--- config.mk ---
export PLATFORM = sky130hd
export DESIGN_NAME = order_tx
export DESIGN_NICKNAME = d
export VERILOG_FILES = /design/src/rtl/order_pkg.sv /design/src/rtl/order_tx_hold.sv /design/src/rtl/order_tx.sv
export SDC_FILE = /design/constraint.sdc
export NUM_CORES = 1
export LEC_CHECK = 0
export CAP_MARGIN = 0
export CORE_AREA = 4 4 144 146
export CTS_CLUSTER_DIAMETER = 60
export CTS_CLUSTER_SIZE = 8
export DETAILED_ROUTE_END_ITERATION = 12
export DIE_AREA = 0 0 148 150
export GPL_TIMING_DRIVEN = 0
export MAX_ROUTING_LAYER = met4
export PLACE_DENSITY = 0.76
export SYNTH_ARGS = -nofsm -noshare
export SYNTH_HDL_FRONTEND = slang
export SYNTH_SLANG_ARGS = --single-unit
--- constraint.sdc ---
create_clock -name clk -period 4.3 [get_ports clk]
set_input_delay 0.43 -clock clk [delete_from_list [all_inputs] [get_ports clk]]
set_output_delay 0.43 -clock clk [all_outputs]
set_load 0.005 [all_outputs]
--- src/rtl/order_pkg.sv ---
// Shared order/packet definitions for the order transmitter and the market-data receiver.
// ORDER_TX_CHECKSUM_EN selects the trailing XOR checksum byte in order_tx.
package order_pkg;

    localparam logic [7:0] SEQ_OFS     = 8'd0;
    localparam logic [7:0] PRODUCT_OFS = 8'd30;
    localparam logic [7:0] PRICE_OFS   = 8'd34;
    localparam logic [7:0] SIDE_OFS    = 8'd40;

    typedef struct packed {
        logic [15:0] product;
        logic [31:0] price;
        logic        buy_nsell;
    } order_t;

    localparam int ORDER_W = $bits(order_t);

    typedef enum logic [1:0] {
        IDLE = 2'd0,
        SEND = 2'd1,
        EOP  = 2'd2
    } state_t;

    // Fixed-field packet byte; bytes outside the named fields are zero.
    function automatic logic [7:0] field_byte(input logic [7:0] idx, input logic [31:0] seq,
                                              input order_t ord);
        logic [7:0] b;
        case (idx)
            SEQ_OFS:                b = seq[31:24];
            SEQ_OFS + 8'd1:         b = seq[23:16];
            SEQ_OFS + 8'd2:         b = seq[15:8];
            SEQ_OFS + 8'd3:         b = seq[7:0];
            PRODUCT_OFS:            b = ord.product[15:8];
            PRODUCT_OFS + 8'd1:     b = ord.product[7:0];
            PRICE_OFS:              b = ord.price[31:24];
            PRICE_OFS + 8'd1:       b = ord.price[23:16];
            PRICE_OFS + 8'd2:       b = ord.price[15:8];
            PRICE_OFS + 8'd3:       b = ord.price[7:0];
            SIDE_OFS:               b = {7'b0000000, ord.buy_nsell};
            default:                b = 8'h00;
        endcase
        return b;
    endfunction

    function automatic logic [7:0] xor_fold(input logic [7:0] acc, input logic [7:0] b);
        return acc ^ b;
    endfunction

endpackage

--- src/rtl/order_tx_hold.sv ---
// One-entry order hold register; accepts a new order in the same cycle the held one unloads.
module order_tx_hold
    import order_pkg::*;
(
    input  logic               clk,
    input  logic               rst,
    input  logic               order_valid,
    input  logic [ORDER_W-1:0] order_in,
    input  logic               unload,
    output logic               order_ready,
    output logic               full,
    output logic [ORDER_W-1:0] order_out
);

    logic               full_r;
    logic               alive_r;
    logic [ORDER_W-1:0] data_r;
    logic               accept_s;

    // alive_r keeps ready low until the first edge after reset release
    assign order_ready = alive_r && (!full_r || unload);
    assign accept_s    = order_valid && order_ready;
    assign full        = full_r;
    assign order_out   = data_r;

    // Occupancy and payload of the hold slot
    always_ff @(posedge clk or negedge rst) begin
        if (!rst) begin
            full_r  <= 1'b0;
            alive_r <= 1'b0;
            data_r  <= '0;
        end else begin
            alive_r <= 1'b1;
            if (accept_s) begin
                full_r <= 1'b1;
                data_r <= order_in;
            end else if (unload) begin
                full_r <= 1'b0;
            end else begin
                full_r <= full_r;
            end
        end
    end

endmodule

--- src/rtl/order_tx.sv ---
// Order packet serializer: turns held orders into PKT_LEN-byte packets with a trailing EOP pulse.
// Define ORDER_TX_CHECKSUM_EN to send the last byte as the XOR of all preceding bytes.
module order_tx
    import order_pkg::*;
#(
    parameter int          PKT_LEN  = 48,
    parameter logic [31:0] SEQ_INIT = 32'h0000_0000
)
(
    input  logic        clk,
    input  logic        rst,
    input  logic        order_valid,
    output logic        order_ready,
    input  logic [15:0] order_product,
    input  logic [31:0] order_price,
    input  logic        order_buy_nsell,
    output logic [7:0]  tx_data,
    output logic        tx_valid,
    input  logic        tx_ready,
    output logic        tx_sop,
    output logic        tx_eop,
    output logic [31:0] seq_num
);

    localparam logic [7:0] LAST_IDX = 8'(PKT_LEN - 1);

    logic        hold_full_s;
    order_t      hold_order_s;
    logic        unload_s;
    logic        xfer_s;
    logic [7:0]  next_byte_s;

    state_t      state_r;
    logic [31:0] seq_r;
    logic [31:0] pkt_seq_r;
    order_t      pkt_order_r;
    logic [7:0]  ld_idx_r;
    logic        last_r;
    logic [7:0]  tx_data_r;
    logic        tx_valid_r;
    logic        tx_sop_r;
    logic        tx_eop_r;
`ifdef ORDER_TX_CHECKSUM_EN
    logic [7:0]  csum_r;
`endif

    order_tx_hold u_hold (
        .clk         (clk),
        .rst         (rst),
        .order_valid (order_valid),
        .order_in    ({order_product, order_price, order_buy_nsell}),
        .unload      (unload_s),
        .order_ready (order_ready),
        .full        (hold_full_s),
        .order_out   (hold_order_s)
    );

    assign xfer_s   = tx_valid_r && tx_ready;
    assign tx_data  = tx_data_r;
    assign tx_valid = tx_valid_r;
    assign tx_sop   = tx_sop_r;
    assign tx_eop   = tx_eop_r;
    assign seq_num  = seq_r;

    // Hold slot drains whenever the serializer is between packets
    always_comb begin
        unload_s = 1'b0;
        if (hold_full_s && (state_r == IDLE || state_r == EOP)) begin
            unload_s = 1'b1;
        end else begin
            unload_s = 1'b0;
        end
    end

    // Byte to present after the current one transfers; the final byte is only loaded on a transfer
    always_comb begin
        next_byte_s = 8'h00;
        if (ld_idx_r == LAST_IDX) begin
`ifdef ORDER_TX_CHECKSUM_EN
            next_byte_s = xor_fold(csum_r, tx_data_r);
`else
            next_byte_s = 8'h00;
`endif
        end else begin
            next_byte_s = field_byte(ld_idx_r, pkt_seq_r, pkt_order_r);
        end
    end

    // Packet FSM and registered stream outputs
    always_ff @(posedge clk or negedge rst) begin
        if (!rst) begin
            state_r     <= IDLE;
            seq_r       <= SEQ_INIT;
            pkt_seq_r   <= 32'h0000_0000;
            pkt_order_r <= '0;
            ld_idx_r    <= 8'd0;
            last_r      <= 1'b0;
            tx_data_r   <= 8'h00;
            tx_valid_r  <= 1'b0;
            tx_sop_r    <= 1'b0;
            tx_eop_r    <= 1'b0;
`ifdef ORDER_TX_CHECKSUM_EN
            csum_r      <= 8'h00;
`endif
        end else begin
            case (state_r)
                IDLE, EOP: begin
                    tx_eop_r <= 1'b0;
                    if (unload_s) begin
                        state_r     <= SEND;
                        pkt_seq_r   <= seq_r;
                        pkt_order_r <= hold_order_s;
                        tx_data_r   <= field_byte(SEQ_OFS, seq_r, hold_order_s);
                        tx_valid_r  <= 1'b1;
                        tx_sop_r    <= 1'b1;
                        ld_idx_r    <= 8'd1;
                        last_r      <= 1'b0;
`ifdef ORDER_TX_CHECKSUM_EN
                        csum_r      <= 8'h00;
`endif
                    end else begin
                        state_r <= IDLE;
                    end
                end
                SEND: begin
                    if (xfer_s && last_r) begin
                        state_r    <= EOP;
                        seq_r      <= seq_r + 32'd1;
                        tx_data_r  <= 8'h00;
                        tx_valid_r <= 1'b0;
                        tx_sop_r   <= 1'b0;
                        tx_eop_r   <= 1'b1;
                        ld_idx_r   <= 8'd0;
                        last_r     <= 1'b0;
                    end else if (xfer_s) begin
                        tx_data_r <= next_byte_s;
                        tx_sop_r  <= 1'b0;
                        last_r    <= (ld_idx_r == LAST_IDX);
                        ld_idx_r  <= ld_idx_r + 8'd1;
                    end else begin
                        tx_data_r <= tx_data_r;
                    end
`ifdef ORDER_TX_CHECKSUM_EN
                    if (xfer_s) begin
                        csum_r <= xor_fold(csum_r, tx_data_r);
                    end else begin
                        csum_r <= csum_r;
                    end
`endif
                end
                default: begin
                    state_r <= IDLE;
                end
            endcase
        end
    end

endmodule

## Word level (Yosys, flattened, before mapping)

Index checks and enable logic that the tools add are counted.

- Add/sub/neg operators: 2
- Eq/ne operators: 16
- Muxes and demuxes: 27
- Reductions and logical operators: 18

Operators by type and width:

| operator | number |
|---|---|
| case mux 8 bit (11 select lines) | 1 |
| 2-to-1 mux 8 bit | 7 |
| == test 8 x 6 -> 1 bit (second input constant) | 6 |
| adder 32 x 1 -> 32 bit (second input constant) | 1 |
| case mux 8 bit (2 select lines) | 2 |
| == test 8 x 2 -> 1 bit (second input constant) | 2 |
| == test 8 x 5 -> 1 bit (second input constant) | 2 |
| 2-to-1 mux 1 bit | 11 |
| adder 8 x 1 -> 8 bit (second input constant) | 1 |
| == test 8 x 1 -> 1 bit (second input constant) | 1 |
| zero test 8 bit | 1 |
| case mux 1 bit (2 select lines) | 4 |
| AND reduction 2 bit | 3 |
| AND reduction 3 bit | 2 |
| logical AND 1 bit | 5 |
| case mux 2 bit (2 select lines) | 1 |
| nonzero test 2 bit | 2 |
| inequality test 3 bit (second input constant) | 1 |
| == test 2 x 1 -> 1 bit (second input constant) | 1 |
| == test 2 bit (second input constant) | 1 |
| zero test 2 bit | 1 |
| logical OR 1 bit | 2 |
| 2-to-1 mux 2 bit | 1 |
| inequality test 2 x 1 -> 1 bit (second input constant) | 1 |
| other kinds (3) | 3 |

- Register bits after elaboration: 186
- Input port bits: 53
- Output and inout port bits: 44
- Word-level logic and storage cells: 78

## Depth between registers and ports, before layout

Gate-level depths: netlist of run 1.

- Word-level depth: 8
- Mapped depth: 8
- Mapped depth without buffers: 7

## Hierarchy

Synthesis of run 1 repeated with hierarchy kept, for this count alone.

- Cell total of the unflattened synthesis: 782
- Area, all modules: 8,147.8 um2

By module, submodules not included:

| module | times used | cells each | area each (um2) | sequential area each (um2) |
|---|---|---|---|---|
| order_tx | 1 | 671 | 6,183.4 | 3,378.2 |
| order_tx_hold | 1 | 111 | 1,964.4 | 1,276.2 |

## Least setup slack after synthesis of run 1

OpenSTA, ideal clock, no wires.

- Kind: register to register
- From: register ld_idx_r[0]
- To: register tx_data_r[3] (netlist: tx_data[3])
- Library setup time: 0.143 ns
- Data arrival time: 1.691 ns
- Required time: 4.157 ns
- Slack: 2.466 ns
- Stages on the path, launching flop included: 9
- Path buffers: 1
- Clock period less this slack: 1.834 ns
- Cells stage by stage: dfrtp_1 inv_1 ha_1 buf_2 a222oi_1 a2bb2oi_1 o22ai_1 a2111oi_2 o311ai_2

- Longest elaborated chain between the ends: 6
- Elaborated cells on any way between the ends: 17
- Those cells by class: 11 x eq/ne; 5 x mux; 1 x reduce/logical

RTL lines:

| what | line | RTL |
|---|---|---|
| start: declaration | order_tx.sv:37 | `logic [7:0] ld_idx_r;` |
| start signal: assignment | order_tx.sv:139 | `ld_idx_r <= ld_idx_r + 8'd1;` |
| == test 8 x 6 -> 1 bit (tied with other cells) | order_pkg.sv:28 | `case (idx)` |
| case mux 8 bit (11 select lines) | order_pkg.sv:28 |  |
| 2-to-1 mux 8 bit * | order_tx.sv:78 | `if (ld_idx_r == LAST_IDX) begin` |
| 2-to-1 mux 8 bit * | order_tx.sv:135 | `end else if (xfer_s) begin` |
| 2-to-1 mux 8 bit * | order_tx.sv:126 | `if (xfer_s && last_r) begin` |
| case mux 8 bit (2 select lines) * | order_tx.sv:106 | `case (state_r)` |
| end signal: assignment | order_tx.sv:113 | `tx_data_r <= field_byte(SEQ_OFS, seq_r, hold_order_s);` |
| end signal: assignment | order_tx.sv:136 | `tx_data_r <= next_byte_s;` |
| end signal: assignment | order_tx.sv:141 | `tx_data_r <= tx_data_r;` |
| end: declaration | order_tx.sv:39 | `logic [7:0] tx_data_r;` |

Every way passes the cells marked *; elsewhere a longest branch is shown, timed or not. The select of a mux whose other input is x is not followed.
A chain may end at the register's enable or synchronous reset.

## Final worst setup path of run 1

- From: register ld_idx_r[0]
- To: register tx_data_r[6] (netlist: tx_data[6])

Same word-level chain as after synthesis.

==> results of run 1 <==
## routing by layer
| metal | vias to the layer above | wire length, um |
|---|---|---|
| li1 | 2940 | - |
| met1 | 3064 | 9460 |
| met2 | 188 | 9910 |
| met3 | 26 | 1170 |
| met4 | 0 | 337 |
| met5 | - | 0 |
## final cells by class
type                       count  share of cell area, %
timing repair buffer          97                   9.73
clock buffer                  17                   4.17
tap                          265                   3.25
inverter                       8                  0.294
multi-input combinational    560                   33.4
buffer                        41                   2.01
sequential                   186                   45.6
clock inverter                15                   1.52
## metrics by stage
step	hold slack (ns)	utilization, %	total power, uW	worst slack, ns	cell area (um^2)
final	-0.0143	52.6	4320	1.91	10200
after global routing	0.0476	52.6	4510	1.84	10200
after CTS	0.0281	52.6	4350	1.96	10200
after detailed placement	0.452	49.6	2790	1.90	9630
after global placement	0.443	49.5	2770	-4.81	9590
after floorplan	0.134	-	2480	2.47	8300
## power by group
| group | switching [uW] | leakage, uW | internal (uW) | total, uW |
|---|---|---|---|---|
| logic | 524 | 0.00213 | 314 | 838 |
| clock network | 741 | 0.000291 | 823 | 1560 |
| registers | 76.3 | 0.00255 | 1840 | 1920 |
| total | 1340 | 0.00497 | 2980 | 4320 |
## state kept, by name, summed over array words and instances (netlist names)
signal / flops
tx_sop: 1
tx_valid: 1
pkt_order_r: 49
tx_data: 8
pkt_seq_r: 32
u_hold.alive_r: 1
seq_num: 32
u_hold.full: 1
tx_eop: 1
last_r: 1
ld_idx_r: 8
u_hold.order_out: 49
state_r: 2
## worst paths after layout
path | end | depth (start not counted)
max reg2reg | tx_data[6]$_DFFE_PN0P_ | 7
max in group asynchronous | pkt_seq_r[0]$_DFFE_PN0P_ | 2
min | seq_num[23]$_DFFE_PN0P_ | 1
min in group clk | pkt_order_r[46]$_DFFE_PN0P_ | 2
min reg2reg | pkt_order_r[46]$_DFFE_PN0P_ | 2
max | tx_data[6]$_DFFE_PN0P_ | 7
## placed cells by master, fill, tap and decap left out, types with 8 or more instances in the layout
| cell | count |
|---|---|
| a21oi_1 | 8 |
| a22o_1 | 8 |
| a22oi_1 | 20 |
| buf_2 | 13 |
| clkbuf_1 | 17 |
| clkbuf_16 | 17 |
| clkdlybuf4s50_1 | 95 |
| dfrtp_1 | 186 |
| mux2_2 | 51 |
| nand2_1 | 279 |
| nand3_1 | 16 |
| nor2_1 | 19 |
| nor3_1 | 9 |
| o21ai_0 | 12 |
| xnor2_1 | 20 |
| xor2_1 | 11 |
## cell families (layout without fill, tap and decap cells)
logic type,Yosys count,count (layout)
xor gates and xnor gates,31,31
other,1,1
buffers and inverters,49,178
DFF,186,186
adders and majority gates,5,5
muxes,52,52
AOI/OAI and AO/OA,87,87
and+or+nand+nor,384,384
==> results by group, run 1 <==
Power and ir drop
  – Peak VDD IR: 284 uV
  – Cell Pwr Density: 424 mW/mm^2
  – Leakage: 0.00497 uW

Synthesis
  – Compound-Gate Fraction of Synth Area: 8.74%
  – Syn_nets: 853
  – Post-Syn Instances: 795
  – Syn Area/Cell: 10.4 um^2
  – Area leader, netlist: dfrtp_1
  – Post-synth EDFFs: 0
  – Synth unique cells: 69
  – Synth Area in XOR/XNOR: 3.27%
  – Synth Area in Simple Gates: 21.2%
  – #FFs+latches synth: 186
  – Adder-cell area share of the yosys netlist: 0.754%
  – Most frequent cell after synthesis: nand2_1
  – Cell Area, Synth: 0.00830 mm^2
  – Yosys top cell area share: 56.1%
  – Post-synthesis mux area share: 7.04%
  – Largest family of logic cells by synthesized area: simple AND/OR/NAND/NOR gates
  – Async set-reset flop share out of synthesis: 100%
  – Yosys warning total: 0
  – Synth top area cells: dfrtp_1, nand2_1, mux2_2
  – Synth top cells by count: nand2_1, dfrtp_1, mux2_2
  – Top_reg_cell synth: dfrtp_1
  – Sequential share of the synthesized area: 56.1%

Cells and area
  – Post-Layout Cell Count: 1189
  – Syn-to-layout area delta: 23.0%
  – Fill cells: 1751
  – Nets: 969
  – Number of diodes: 0
  – Share of layout cells above drive strength 1: 15.0%
  – Reg area: 0.00465 mm^2
  – Multi-input logic area: 0.00341 mm^2

Clock network
  – # hold bufs at CTS: 0
  – Clk pin slew, worst setup/hold paths: 0.08 ns
  – Clk sinks: 186
  – Clock buffer depth: 2
  – Root Buffer: clkbuf_16
  – Resized Gates After CTS: 0
  – Worst-skew pair later-pin latency: 0.44 ns
  – Setup Fix Bufs, Post-CTS: 0
  – TritonCTS clock tree: built
  – CTS H-tree lvls: 4
  – CTS buffer count: 17

Detailed routing
  – Via Count: 6218
  – Wirelength per Cell: 17.6 um
  – Vias per inst: 5.23
  – Drt first-iter violations: 473
  – Post-route ant nets: 0
  – DRT Pass-1 Iters: 6
  – Post-route DRC: 0
  – Routed Wire Length: 20900 um

Worst setup path
  – Critical path buffer and inverter count: 2
  – CP cell instances: inv_1 -> ha_1 -> buf_2 -> a222oi_1 -> o31ai_1 -> a221oi_1 -> o311ai_2
  – FF-to-FF setup slack: 1.91 ns
  – Critical path's largest stage delay: 0.54 ns
  – CP max-delay cell: a221oi_1
  – CP delay by family, top: compound AO/OA/AOI/OAI gates
  – Req. time, crit path: 4.59 ns
  – Crit end category: register
  – Worst r2r src: ld_idx_r[0]$_DFFE_PN0P_
  – Crit path kind: register to register
  – Worst-path fanout max: 10
  – Nature of the critical path startpoint: register
  – CP arrival: 2.68 ns
  – Crit path from: ld_idx_r[0]$_DFFE_PN0P_

Global route
  – Global route hottest layer: met2
  – GR Util met3: 4.36%
  – GR Layer Usage met2: 30.8%
  – Initial antenna violation count: 0
  – Total GRT Usage: 20.1%
  – Grt ovf: 0
  – Largest net degree at the start of global routing: 95
  – Grt met1 use: 27.3%
  – Vias in the first global route: 6223
  – Wire length of the first global-routing pass: 33700 um

Status
  – Failing checks: hold timing
  – Run status: finished with violations

STA
  – Crit share post-route: 55.5%
  – RSZ-0062 raised after global routing: no
  – Final setup fails: 0
  – Setup TNS: 0 ns
  – Clk_skew: 0.0100 ns
  – Hold Slack: -0.0143 ns
  – Fmax: 419 MHz
  – Final Hold Vio Count: 10
  – Slew @ Worst Pin: 0.718 ns
  – Max-slew violations: 0
  – Final worst path period need: 2.39 ns
  – Max_slew headroom: 52.1%

Floorplanning
  – Die Y: 150 um
  – Die ar.: 0.0222 mm^2
  – Starting density of the core: 42.8%
  – Top-Level Pins: 97
  – Die width: 148 um
  – # rows: 51
  – Core region area: 0.0194 mm^2

Flow run
  – Max-cap violations: 0

Placement
  – Placed wire-length estimate: 15300 um
  – Placed cells: 1157
  – GPL Wtd Cong: 0.949
  – Buffers on Ports: 96

Min path
  – HP Class: input pin to async pin
No activity file was read; power rests on OpenSTA's default activity.
==> run 2: changes to the inputs <==
- PLACE_DENSITY: 0.76 -> 0.78
- clock period: 4.3 -> 1.9 ns (I/O delays scaled with it)
==> results by group, run 2 (synthesis results as in run 1) <==
Global route
  – Vias in the first global route: 6302 (+1.3%)
  – Largest net degree at the start of global routing: 108 (+14%)
  – Total GRT Usage: 20.6% (+0.49 points)
  – Wire length of the first global-routing pass: 34400 um (+1.9%)
  – Initial antenna violation count: 0 (unchanged)
  – Grt ovf: 0 (unchanged)

Worst setup path
  – Crit path kind: register to register
  – Worst-path fanout max: 6 (-4)
  – Crit end category: register
  – Req. time, crit path: 2.21 ns (-2.38 ns)
  – CP arrival: 2.43 ns (-0.25 ns)
  – Nature of the critical path startpoint: register

Clock network
  – Clk pin slew, worst setup/hold paths: 0.07 ns (about the same)
  – Root Buffer: clkbuf_16
  – Worst-skew pair later-pin latency: 0.44 ns (about the same)
  – Clk sinks: 186 (unchanged)
  – CTS buffer count: 17 (unchanged)
  – Clock buffer depth: 2 (unchanged)
  – CTS H-tree lvls: 4 (unchanged)
  – TritonCTS clock tree: built

Detailed routing
  – Wirelength per Cell: 17.9 um (+2.1%)
  – Post-route ant nets: 0 (unchanged)
  – Via Count: 6390 (+2.8%)
  – Drt first-iter violations: 488 (+3.2%)
  – Post-route DRC: 0 (unchanged)
  – Routed Wire Length: 21700 um (+3.8%)
  – DRT Pass-1 Iters: 7 (+1)
  – Vias per inst: 5.29 (+1.1%)

STA
  – Clk_skew: 0.00929 ns (-0.000716 ns)
  – Final Hold Vio Count: 0 (-10)
  – Final worst path period need: 2.12 ns (-0.265 ns)
  – Final setup fails: 7 (+7)
  – RSZ-0062 raised after global routing: yes
  – Crit share post-route: 112% (+56 points)
  – Setup ws final: -0.221 ns (-2.13 ns)
  – Fmax: 472 MHz (+13%)
  – Max-slew violations: 0 (unchanged)
  – Slew @ Worst Pin: 0.644 ns (-0.0735 ns)
  – Max_slew headroom: 57.0% (+4.9 points)
  – Hold Slack: 0.324 ns (+0.339 ns)

Cells and area
  – Share of layout cells above drive strength 1: 22.1% (+7.1 points)
  – Number of diodes: 0 (unchanged)
  – Commonest non-fill, non-tap cells in the layout: nand2_1, dfrtp_1, clkdlybuf4s50_1
  – Commonest non-fill, non-tap cell in the layout: nand2_1
  – Syn-to-layout area delta: 29.2%
  – Post-Layout Cell Count: 1209 (+1.7%)
  – Nets: 989 (+2.1%)
  – Design area: 0.0107 mm^2 (+5.0%)

Floorplanning
  – Top-Level Pins: 97 (unchanged)
  – Core region area: 0.0194 mm^2 (unchanged)
  – Starting density of the core: 42.8% (unchanged)
  – Die width: 148 um (unchanged)
  – # rows: 51 (unchanged)
  – Die ar.: 0.0222 mm^2 (unchanged)
  – Die Y: 150 um (unchanged)

Placement
  – Placement Cell Area: 0.00963 mm^2 (unchanged)
  – Placed cells: 1157 (unchanged)
  – Placed wire-length estimate: 15300 um (+0.30%)
  – GPL Wtd Cong: 0.912 (-3.9%)
  – Buffers on Ports: 96 (unchanged)
  – Pre-CTS worst setup slack: -0.465 ns (-2.37 ns)

Power and ir drop
  – Leakage: 0.00517 uW (+4.0%)
  – Peak VDD IR: 774 uV (+170%)
  – Cell Pwr Density: 1000 mW/mm^2 (+140%)

Status
  – Run status: finished with violations
  – Failing checks: setup timing

Flow run
  – Max-cap violations: 0 (unchanged)

Min path
  – HP Class: input pin to async pin
## run 2: changes by cell type in the layout (fill, tap and decap cells not counted), moves of 5 or more
cell,previous run,this run
buf_2,13,8
clkbuf_2,1,8
dfrtp_1,186,179
buf_4,3,20
a22oi_1,20,15
a22oi_2,0,5
dfrtp_2,0,7
clkbuf_1,17,11
nor3_1,9,4
## run 2: routing by layer
layer / part of all wire [%] / wire (um) / track usage (%)
met1: 45 / 9720 / 27.6
met5: 0 / 0 / -
met2: 48 / 10300 / 31.6
met4: 2.0 / 434 / 5.77
met3: 5.4 / 1170 / 4.82
## run 2: cell type report
type	count	area (um^2)
Clock inverter	14	205
Inverter	8	33.8
Clock buffer	18	439
Buffer	39	241
Multi-Input combinational cell	561	3630
Tap cell	265	332
Fill cell	1695	8680
Timing Repair Buffer	118	1170
Sequential cell	186	4660
## run 2: critical path: stages, from the launching register on
cell and delay [ns]:
dfrtp_2 0.46, buf_6 0.14, ha_4 0.18, a222oi_1 0.50, a2bb2oi_1 0.23, o22ai_2 0.13, a2111oi_4 0.24, o311ai_2 0.13
## run 2: timing repair
item                                   CTS  global route
pin swaps                               15            24
endpoints found under the hold margin   79             0
setup endpoints to repair               42            66
hold buffers                             1             0
resized for setup                       38            42
setup buffers                            6            14
gates cloned                             0             1
## run 2: report_power, final
part | switching (uW) | leakage, uW | internal, uW | total (uW)
clock | 1600 | 0.000309 | 2270 | 3870
sequential | 196 | 0.00254 | 4180 | 4380
combinational | 1380 | 0.00232 | 1120 | 2500
total | 3180 | 0.00517 | 7570 | 10800
## run 2: final timing paths
check,from,end,slack (ns),cells after the start
worst max-delay path,ld_idx_r[1]$_DFFE_PN0P_,tx_data[3]$_DFFE_PN0P_,-0.22,7
worst min-delay path,rst,seq_num[19]$_DFFE_PN0P_,0.32,2
worst max register to register,ld_idx_r[1]$_DFFE_PN0P_,tx_data[3]$_DFFE_PN0P_,-0.22,7
worst min register to register,u_hold.order_out[0]$_DFFE_PN0P_,pkt_order_r[0]$_DFFE_PN0P_,0.46,2
max in group asynchronous,rst,pkt_order_r[25]$_DFFE_PN0P_,0.66,3
min in group clk,order_product[4],u_hold.order_out[37]$_DFFE_PN0P_,0.36,2
## run 2: stage by stage
stage               util, %  total power [uW]  TNS (ns)
floorplan                 -              5610         0
CTS                    54.0             10400    -0.547
global placement       49.5              6290  -1302.53
global route           55.3             11200     -1.14
detailed placement     49.6              6320     -4.13
finish                 55.3             10800    -0.783
